===== config.mk =====
export PLATFORM = sky130hd
export DESIGN_NAME = sha512_pad_flat
export DESIGN_NICKNAME = d
export VERILOG_FILES = /design/src/rtl/sha512_pkg.sv /design/src/rtl/sha512_pad_if.sv /design/src/rtl/sha512_pad_word.sv /design/src/rtl/sha512_pad.sv /design/src/flat_wrapper.sv
export SDC_FILE = /design/constraint.sdc
export NUM_CORES = 2
export LEC_CHECK = 0
export ABC_AREA = 1
export CAP_MARGIN = 20
export CORE_AREA = 8 8 424 426
export CTS_BUF_LIST = sky130_fd_sc_hd__clkbuf_2 sky130_fd_sc_hd__clkbuf_4 sky130_fd_sc_hd__clkbuf_8
export DETAILED_ROUTE_END_ITERATION = 8
export DIE_AREA = 0 0 432 434
export PLACE_DENSITY_LB_ADDON = 0.12
export SLEW_MARGIN = 20
export SYNTH_ARGS = -nofsm -noshare
export SYNTH_HDL_FRONTEND = slang
export SYNTH_HIERARCHICAL = 1
export SYNTH_SLANG_ARGS = --single-unit

===== constraint.sdc =====
create_clock -name clk -period 54 [get_ports clk]
set_input_delay 8.1 -clock clk [delete_from_list [all_inputs] [get_ports clk]]
set_output_delay 8.1 -clock clk [all_outputs]
set_load 0.01 [all_outputs]

===== src/rtl/sha512_pkg.sv =====
// Shared constants and types for the SHA-512 message padder.
package sha512_pkg;

   localparam int CHUNK_BITS      = 1024;
   localparam int WORD_BITS       = 64;
   localparam int WORDS_PER_CHUNK = 16;
   localparam int LEN_FIELD_BYTES = 16;
   localparam logic [7:0] PAD_BYTE = 8'h80;

   // FILL collects words, EMIT offers a data chunk, PAD builds the trailing
   // length-only chunk, EMIT_PAD offers that trailing chunk.
   typedef enum logic [1:0] {
      FILL     = 2'd0,
      EMIT     = 2'd1,
      PAD      = 2'd2,
      EMIT_PAD = 2'd3
   } pad_state_e;

   // Word 0 sits in the most significant 64 bits of the flattened chunk.
   typedef logic [0:15][63:0] chunk_words_t;

endpackage


===== src/rtl/sha512_pad_if.sv =====
// Byte-stream input and chunk output bundle of the SHA-512 padder.
// master: message source / chunk consumer side; slave: the padder.
interface sha512_pad_if;

   logic [63:0]                      in_data;
   logic [3:0]                       in_bytes;
   logic                             in_last;
   logic                             in_valid;
   logic                             in_ready;
   logic [sha512_pkg::CHUNK_BITS-1:0] chunk;
   logic                             chunk_first;
   logic                             chunk_last;
   logic                             chunk_valid;
   logic                             chunk_ready;
   logic                             err;

   modport master (
      output in_data, in_bytes, in_last, in_valid, chunk_ready,
      input  in_ready, chunk, chunk_first, chunk_last, chunk_valid, err
   );

   modport slave (
      input  in_data, in_bytes, in_last, in_valid, chunk_ready,
      output in_ready, chunk, chunk_first, chunk_last, chunk_valid, err
   );

endinterface


===== src/rtl/sha512_pad_word.sv =====
// Keeps the left nbytes_i bytes of a word, drops the rest, and optionally
// drops the 0x80 pad marker into the first unused byte position.
module sha512_pad_word
   import sha512_pkg::*;
(
   input  logic [63:0] word_i,
   input  logic [3:0]  nbytes_i,
   input  logic        insert_i,
   output logic [63:0] word_o
);

   genvar gi;
   generate
      for (gi = 0; gi < 8; gi++) begin : g_byte
         assign word_o[63-8*gi -: 8] =
            (nbytes_i > 4'(gi))                 ? word_i[63-8*gi -: 8] :
            (insert_i && (nbytes_i == 4'(gi)))  ? PAD_BYTE             :
                                                  8'h00;
      end
   endgenerate

endmodule


===== src/rtl/sha512_pad.sv =====
// SHA-512 message padder: packs 64-bit big-endian words into 1024-bit chunks,
// appends 0x80, zero fill and the 128-bit bit length, and flags first/last
// chunk of each message. Optional input checking with sticky err is built
// when SHA512_PAD_ERR_CHECK_EN is defined; otherwise err is tied low.
module sha512_pad
   import sha512_pkg::*;
#(
   parameter int LEN_W = 64
) (
   input  logic         clk,
   input  logic         reset,
   sha512_pad_if.slave  bus
);

   pad_state_e       state_q, state_d;
   chunk_words_t     buf_q, buf_d;
   logic [3:0]       idx_q, idx_d;
   logic [LEN_W-1:0] count_q, count_d;
   logic             first_q, first_d;
   logic             last_q, last_d;
   logic             pend80_q, pend80_d;
   logic             need_pad_q, need_pad_d;
   logic             ready_q;

   logic             fire;
   logic             emitting;
   logic [3:0]       bytes_eff;
   logic [LEN_W-1:0] count_next;
   logic [LEN_W-1:0] len_cnt;
   logic [127:0]     len_bits;
   logic [7:0]       pos;
   logic [63:0]      word_out;

`ifdef SHA512_PAD_ERR_CHECK_EN
   // Out-of-range or short non-final words are accepted as full words.
   assign bytes_eff = (!bus.in_last || (bus.in_bytes > 4'd8)) ? 4'd8 : bus.in_bytes;
`else
   assign bytes_eff = bus.in_bytes;
`endif

   assign fire       = bus.in_valid && ready_q && (state_q == FILL);
   assign emitting   = (state_q == EMIT) || (state_q == EMIT_PAD);
   assign count_next = count_q + LEN_W'(bytes_eff);
   assign pos        = {1'b0, idx_q, 3'b000} + {4'b0000, bytes_eff};
   // The PAD chunk reports the stored total; the FILL path the running total.
   assign len_cnt    = (state_q == PAD) ? count_q : count_next;
   assign len_bits   = 128'({len_cnt, 3'b000});

   // One masking unit serves both the incoming word and the PAD chunk word 0.
   sha512_pad_word u_word (
      .word_i   ((state_q == PAD) ? 64'h0 : bus.in_data),
      .nbytes_i ((state_q == PAD) ? 4'd0  : bytes_eff),
      .insert_i ((state_q == PAD) ? pend80_q : bus.in_last),
      .word_o   (word_out)
   );

   // Next-state and buffer update for fill, emit and pad phases.
   always_comb begin
      state_d    = state_q;
      buf_d      = buf_q;
      idx_d      = idx_q;
      count_d    = count_q;
      first_d    = first_q;
      last_d     = last_q;
      pend80_d   = pend80_q;
      need_pad_d = need_pad_q;
      case (state_q)
         FILL: begin
            if (fire) begin
               buf_d[idx_q] = word_out;
               idx_d        = idx_q + 4'd1;
               count_d      = count_next;
               if (bus.in_last) begin
                  // A full final word pushes the marker into the next word.
                  if ((bytes_eff == 4'd8) && (idx_q != 4'd15))
                     buf_d[idx_q + 4'd1] = {PAD_BYTE, 56'h0};
                  idx_d   = 4'd0;
                  state_d = EMIT;
                  if (pos <= 8'd111) begin
                     buf_d[14]  = len_bits[127:64];
                     buf_d[15]  = len_bits[63:0];
                     last_d     = 1'b1;
                     need_pad_d = 1'b0;
                  end else begin
                     last_d     = 1'b0;
                     need_pad_d = 1'b1;
                     pend80_d   = (pos == 8'd128);
                  end
               end else if (idx_q == 4'd15) begin
                  last_d     = 1'b0;
                  need_pad_d = 1'b0;
                  state_d    = EMIT;
               end
            end
         end
         EMIT: begin
            if (bus.chunk_ready) begin
               buf_d   = '0;
               first_d = 1'b0;
               idx_d   = 4'd0;
               if (last_q) begin
                  first_d = 1'b1;
                  count_d = '0;
                  last_d  = 1'b0;
                  state_d = FILL;
               end else if (need_pad_q) begin
                  state_d = PAD;
               end else begin
                  state_d = FILL;
               end
            end
         end
         PAD: begin
            buf_d      = '0;
            buf_d[0]   = word_out;
            buf_d[14]  = len_bits[127:64];
            buf_d[15]  = len_bits[63:0];
            last_d     = 1'b1;
            pend80_d   = 1'b0;
            need_pad_d = 1'b0;
            state_d    = EMIT_PAD;
         end
         EMIT_PAD: begin
            if (bus.chunk_ready) begin
               buf_d   = '0;
               first_d = 1'b1;
               count_d = '0;
               idx_d   = 4'd0;
               last_d  = 1'b0;
               state_d = FILL;
            end
         end
         default: state_d = FILL;
      endcase
   end

   // State and datapath registers; reset discards any partial message.
   always_ff @(posedge clk or posedge reset) begin
      if (reset) begin
         state_q    <= FILL;
         buf_q      <= '0;
         idx_q      <= '0;
         count_q    <= '0;
         first_q    <= 1'b1;
         last_q     <= 1'b0;
         pend80_q   <= 1'b0;
         need_pad_q <= 1'b0;
         ready_q    <= 1'b0;
      end else begin
         state_q    <= state_d;
         buf_q      <= buf_d;
         idx_q      <= idx_d;
         count_q    <= count_d;
         first_q    <= first_d;
         last_q     <= last_d;
         pend80_q   <= pend80_d;
         need_pad_q <= need_pad_d;
         ready_q    <= (state_d == FILL);
      end
   end

`ifdef SHA512_PAD_ERR_CHECK_EN
   logic err_q;
   logic err_set;
   assign err_set = (bus.in_bytes > 4'd8) ||
                    (!bus.in_last && (bus.in_bytes != 4'd8)) ||
                    (count_next < count_q);

   // Sticky protocol error flag.
   always_ff @(posedge clk or posedge reset) begin
      if (reset)
         err_q <= 1'b0;
      else if (fire && err_set)
         err_q <= 1'b1;
   end
   assign bus.err = err_q;
`else
   assign bus.err = 1'b0;
`endif

   assign bus.in_ready    = ready_q;
   assign bus.chunk       = buf_q;
   assign bus.chunk_valid = emitting;
   assign bus.chunk_first = emitting && first_q;
   assign bus.chunk_last  = emitting && last_q;

endmodule


===== src/flat_wrapper.sv =====
// flat-port wrapper written by rule: the top's interface ports become plain ports
module sha512_pad_flat import sha512_pkg::*;
#(
   parameter int LEN_W = 64
)
  (clk, reset, bus_in_data, bus_in_bytes, bus_in_last, bus_in_valid, bus_chunk_ready, bus_in_ready, bus_chunk, bus_chunk_first, bus_chunk_last, bus_chunk_valid, bus_err);
  sha512_pad_if bus_i ();
  input  logic clk;
  input  logic reset;
  input wire logic [$bits(bus_i.in_data)-1:0] bus_in_data;
  input wire logic [$bits(bus_i.in_bytes)-1:0] bus_in_bytes;
  input wire logic [$bits(bus_i.in_last)-1:0] bus_in_last;
  input wire logic [$bits(bus_i.in_valid)-1:0] bus_in_valid;
  input wire logic [$bits(bus_i.chunk_ready)-1:0] bus_chunk_ready;
  output wire logic [$bits(bus_i.in_ready)-1:0] bus_in_ready;
  output wire logic [$bits(bus_i.chunk)-1:0] bus_chunk;
  output wire logic [$bits(bus_i.chunk_first)-1:0] bus_chunk_first;
  output wire logic [$bits(bus_i.chunk_last)-1:0] bus_chunk_last;
  output wire logic [$bits(bus_i.chunk_valid)-1:0] bus_chunk_valid;
  output wire logic [$bits(bus_i.err)-1:0] bus_err;
  assign bus_i.in_data = bus_in_data;
  assign bus_i.in_bytes = bus_in_bytes;
  assign bus_i.in_last = bus_in_last;
  assign bus_i.in_valid = bus_in_valid;
  assign bus_i.chunk_ready = bus_chunk_ready;
  assign bus_in_ready = bus_i.in_ready;
  assign bus_chunk = bus_i.chunk;
  assign bus_chunk_first = bus_i.chunk_first;
  assign bus_chunk_last = bus_i.chunk_last;
  assign bus_chunk_valid = bus_i.chunk_valid;
  assign bus_err = bus_i.err;
  sha512_pad #(.LEN_W(LEN_W)) u_core (.clk(clk), .reset(reset), .bus(bus_i));
endmodule

==> summary.md <==
| Metric | Value |
|---|---|
| Power Dens Cells | `49.0 mW/mm²` |
| Final instance area | `0.0685 mm²` |
| CTS Hold Bufs | `0` |
| Share of cells above drive strength 1 | `7.92%` |
| Top layer in use | `met4` |
| H-tree depth | `4` |
| M1 WL | `116000 µm` |
| Number of gates resized after cts | `0` |
| Outcome | `completed` |
| Die height | `434 µm` |
| VDD IR-drop max | `0.0612 mV` |
| Relative slew slack | `18.3%` |
| Seq/Total Area, Yosys | `53.8%` |
| DR WL/cell | `30.3 µm` |
| Num CTS Buffers | `204` |
| Most frequent cells in the layout | `1152 x nor2_1, 1100 x clkdlybuf4s50_1, 1098 x dfrtp_1, 833 x nand2_1, 770 x a21oi_1` |
| CP arrival | `12590 ps` |
| CTS tree | `yes` |
| First-pass GRT wire length | `406000 µm` |
| CP peak stage delay | `870 ps` |
| Clk sinks | `1099` |
| Floorplan core area | `0.173 mm²` |
| Cells after Synth | `6304` |
| WL met3 | `23000 µm` |
| WL met2 | `137000 µm` |
| Total congestion overflow | `0` |
| Mapped Avg Cell Area | `8.11 µm²` |
| Core Rows | `153` |
| Most common cell after layout, fill and taps aside | `nor2_1` |
| Tmin final | `11700 ps` |
| Net count, final | `7285` |
| Pin count of the biggest net entering global routing | `218` |
| Bufs on Longest Clock Path | `3` |
| Startpoint Class | `input port` |
| DIE AREA | `0.187 mm²` |
| Worst-Margin Slew | `1230 ps` |
| HPWL after DPL | `197000 µm` |
| Drt first-iter violations | `5450` |
| Hold Path Depth | `2` |
| Setup_tns | `0 ps` |
| Hold WC Path Type | `flip-flop to flip-flop` |
| P_leak | `29.7 nW` |
| PortBufs | `1100` |
| Vias in the first global route | `49800` |
| Clk slew on worst S/H paths | `60 ps` |
| Detailed Route WL | `293000 µm` |
| Via count | `51200` |
| Die W | `432 µm` |
| Final Slew Violations | `0` |
| Synth Warn # | `6` |
| Clock latency on the worst-skew pair | `1000 ps` |
| Worst path cell trace | `clkdlybuf4s50_1 > nand3_2 > buf_4 > nand2_1 > inv_2 > nor2_4 > buf_4 > buf_12 > buf_6 > buf_4 > a21oi_1 > nor3_1` |
| RSZ-0062 raised after global routing | `no` |
| Post-synth cell types | `45` |
| Drc violations | `0` |
| Routed Antenna Nets | `0` |
| CP endpoint kind | `flip-flop` |
| Slowest stage cell, crit path | `buf_4` |
| Via/cell ratio | `5.28` |
| Total GRT Usage | `30.0%` |
| Initial antenna violation count | `18` |
| Gpl congestion | `0.906` |
| Fin. Hold Viols | `0` |
| Crit-path max FO | `103` |
| Post-Route Skew | `72.7 ps` |
| Mapped Nets | `6391` |
| MaxCap Viol Count | `0` |
| 1st-pass router iterations | `7` |
| Placement Cell Area | `0.0639 mm²` |
| Seq cells post-synth | `1099` |
| Post-CTS setup buffers | `0` |
| Required @ worst endpoint | `54890 ps` |
| Most common cell on crit path | `buf_4` |
| Final setup violation count | `0` |
| Crit Path Category | `input port to flip-flop` |
| Fmax | `0.0855 GHz` |
| Root Driver | `clkbuf_8` |
| Period utilization | `21.7%` |
| Area grow syn2layout | `34.0%` |
| Register-to-Register Path Depth | `12` |
| Initial Utilization | `29.6%` |
| Num ports | `1102` |
| Synthesized area | `0.0511 mm²` |
-- synth_stat cells (all sizes together) --
| library cell | number | area, µm² |
|---|---|---|
| o22ai | 7 | 43.8 |
| clkinv | 4 | 15.0 |
| xor2 | 29 | 254 |
| a221oi | 3 | 26.3 |
| conb | 1 | 3.75 |
| nor2 | 1195 | 4600 |
| nor3b | 3 | 32.5 |
| xnor2 | 2 | 17.5 |
| fa | 1 | 20.0 |
| nand4 | 20 | 125 |
| o21ai | 459 | 2300 |
| mux2i | 2 | 20.0 |
| and2 | 1 | 6.26 |
| ha | 13 | 163 |
| nor3 | 637 | 3190 |
| a22oi | 4 | 30.0 |
| o21a | 1 | 7.51 |
| inv | 334 | 1260 |
| nand3b | 2 | 15.0 |
| dfstp | 1 | 26.3 |
| nand2 | 853 | 3240 |
| o31ai | 123 | 923 |
| nand3 | 202 | 1030 |
| nor4 | 1 | 6.26 |
| a32oi | 1 | 8.76 |
| clkbuf | 277 | 1040 |
| buf | 255 | 1320 |
| dfrtp | 1098 | 27500 |
| a21oi | 775 | 3910 |
-- metal layers --
metal | vias to the layer above | GRT usage, %
met1 | 25900 | 37.3
met5 | - | 0
met3 | 534 | 7.67
met2 | 2163 | 47.9
met4 | 0 | 16.1
li1 | 22600 | -
-- power by group --
group / total (mW) / switching [mW] / internal (mW)
Combinational: 1.42 / 1.05 / 0.369
Sequential: 1.04 / 0.106 / 0.937
Clock: 0.895 / 0.400 / 0.495
-- registers in the layout, indices dropped and copies added (netlist names) --
signal,flops
u_core/bus.chunk,1024
u_core/bus.in_ready,1
u_core/count_q,64
u_core/first_q,1
u_core/idx_q,4
u_core/last_q,1
u_core/need_pad_q,1
u_core/pend80_q,1
u_core/state_q,2
-- worst paths after layout --
| check | from | endpoint | slack, ps |
|---|---|---|---|
| setup / recovery | bus_in_valid | u_core/bus.chunk[408] | 42300 |
| hold / removal | u_core/bus.chunk[255] | u_core/bus.chunk[255] | 490 |
| setup reg to reg | u_core/state_q[0] | u_core/bus.chunk[408] | 48730 |
| hold reg to reg | u_core/bus.chunk[255] | u_core/bus.chunk[255] | 490 |
| max in group asynchronous | reset | u_core/bus.chunk[144] | 42530 |
| min in group asynchronous | reset | u_core/bus.chunk[361] | 7660 |
-- area by class of cell --
type | count | area [µm²]
inverters | 338 | 1300
clock buffers | 335 | 4190
clock inverters | 33 | 287
fillers | 17700 | 104000
repair buffers | 1220 | 12100
diodes | 10 | 25.0
flip-flops and latches | 1099 | 27500
multi-input cells | 4335 | 20200
well taps | 2325 | 2910
-- critical path: cells and delay by family --
family                 cells  cell delay (ps)
buffers and inverters      7             3490
AO/OA/AOI/OAI              1              160
AND/OR/NAND/NOR            4              590
-- logic make-up after synthesis --
logic type                 synth area share, %
and+or+nand+nor                           24.0
xor gates and xnor gates                 0.531
buffers and inverters                     7.11
other                                  0.00734
DFF                                       53.8
muxes                                   0.0392
adders and majority gates                0.357
AOI/OAI and AO/OA                         14.2
-- stage by stage --
step	std cells	hold WS, ps	setup WS (ps)	util, %	power [mW]
floorplan	6304	447	14960	-	1.76
global placement	9311	468	40580	36.9	2.45
detailed placement	9315	472	40600	37.0	2.47
CTS	9683	485	41660	39.6	3.37
global route	9692	487	42000	39.6	3.49
finish	9695	487	42300	39.6	3.36
Power figures use the tool's default switching activity.
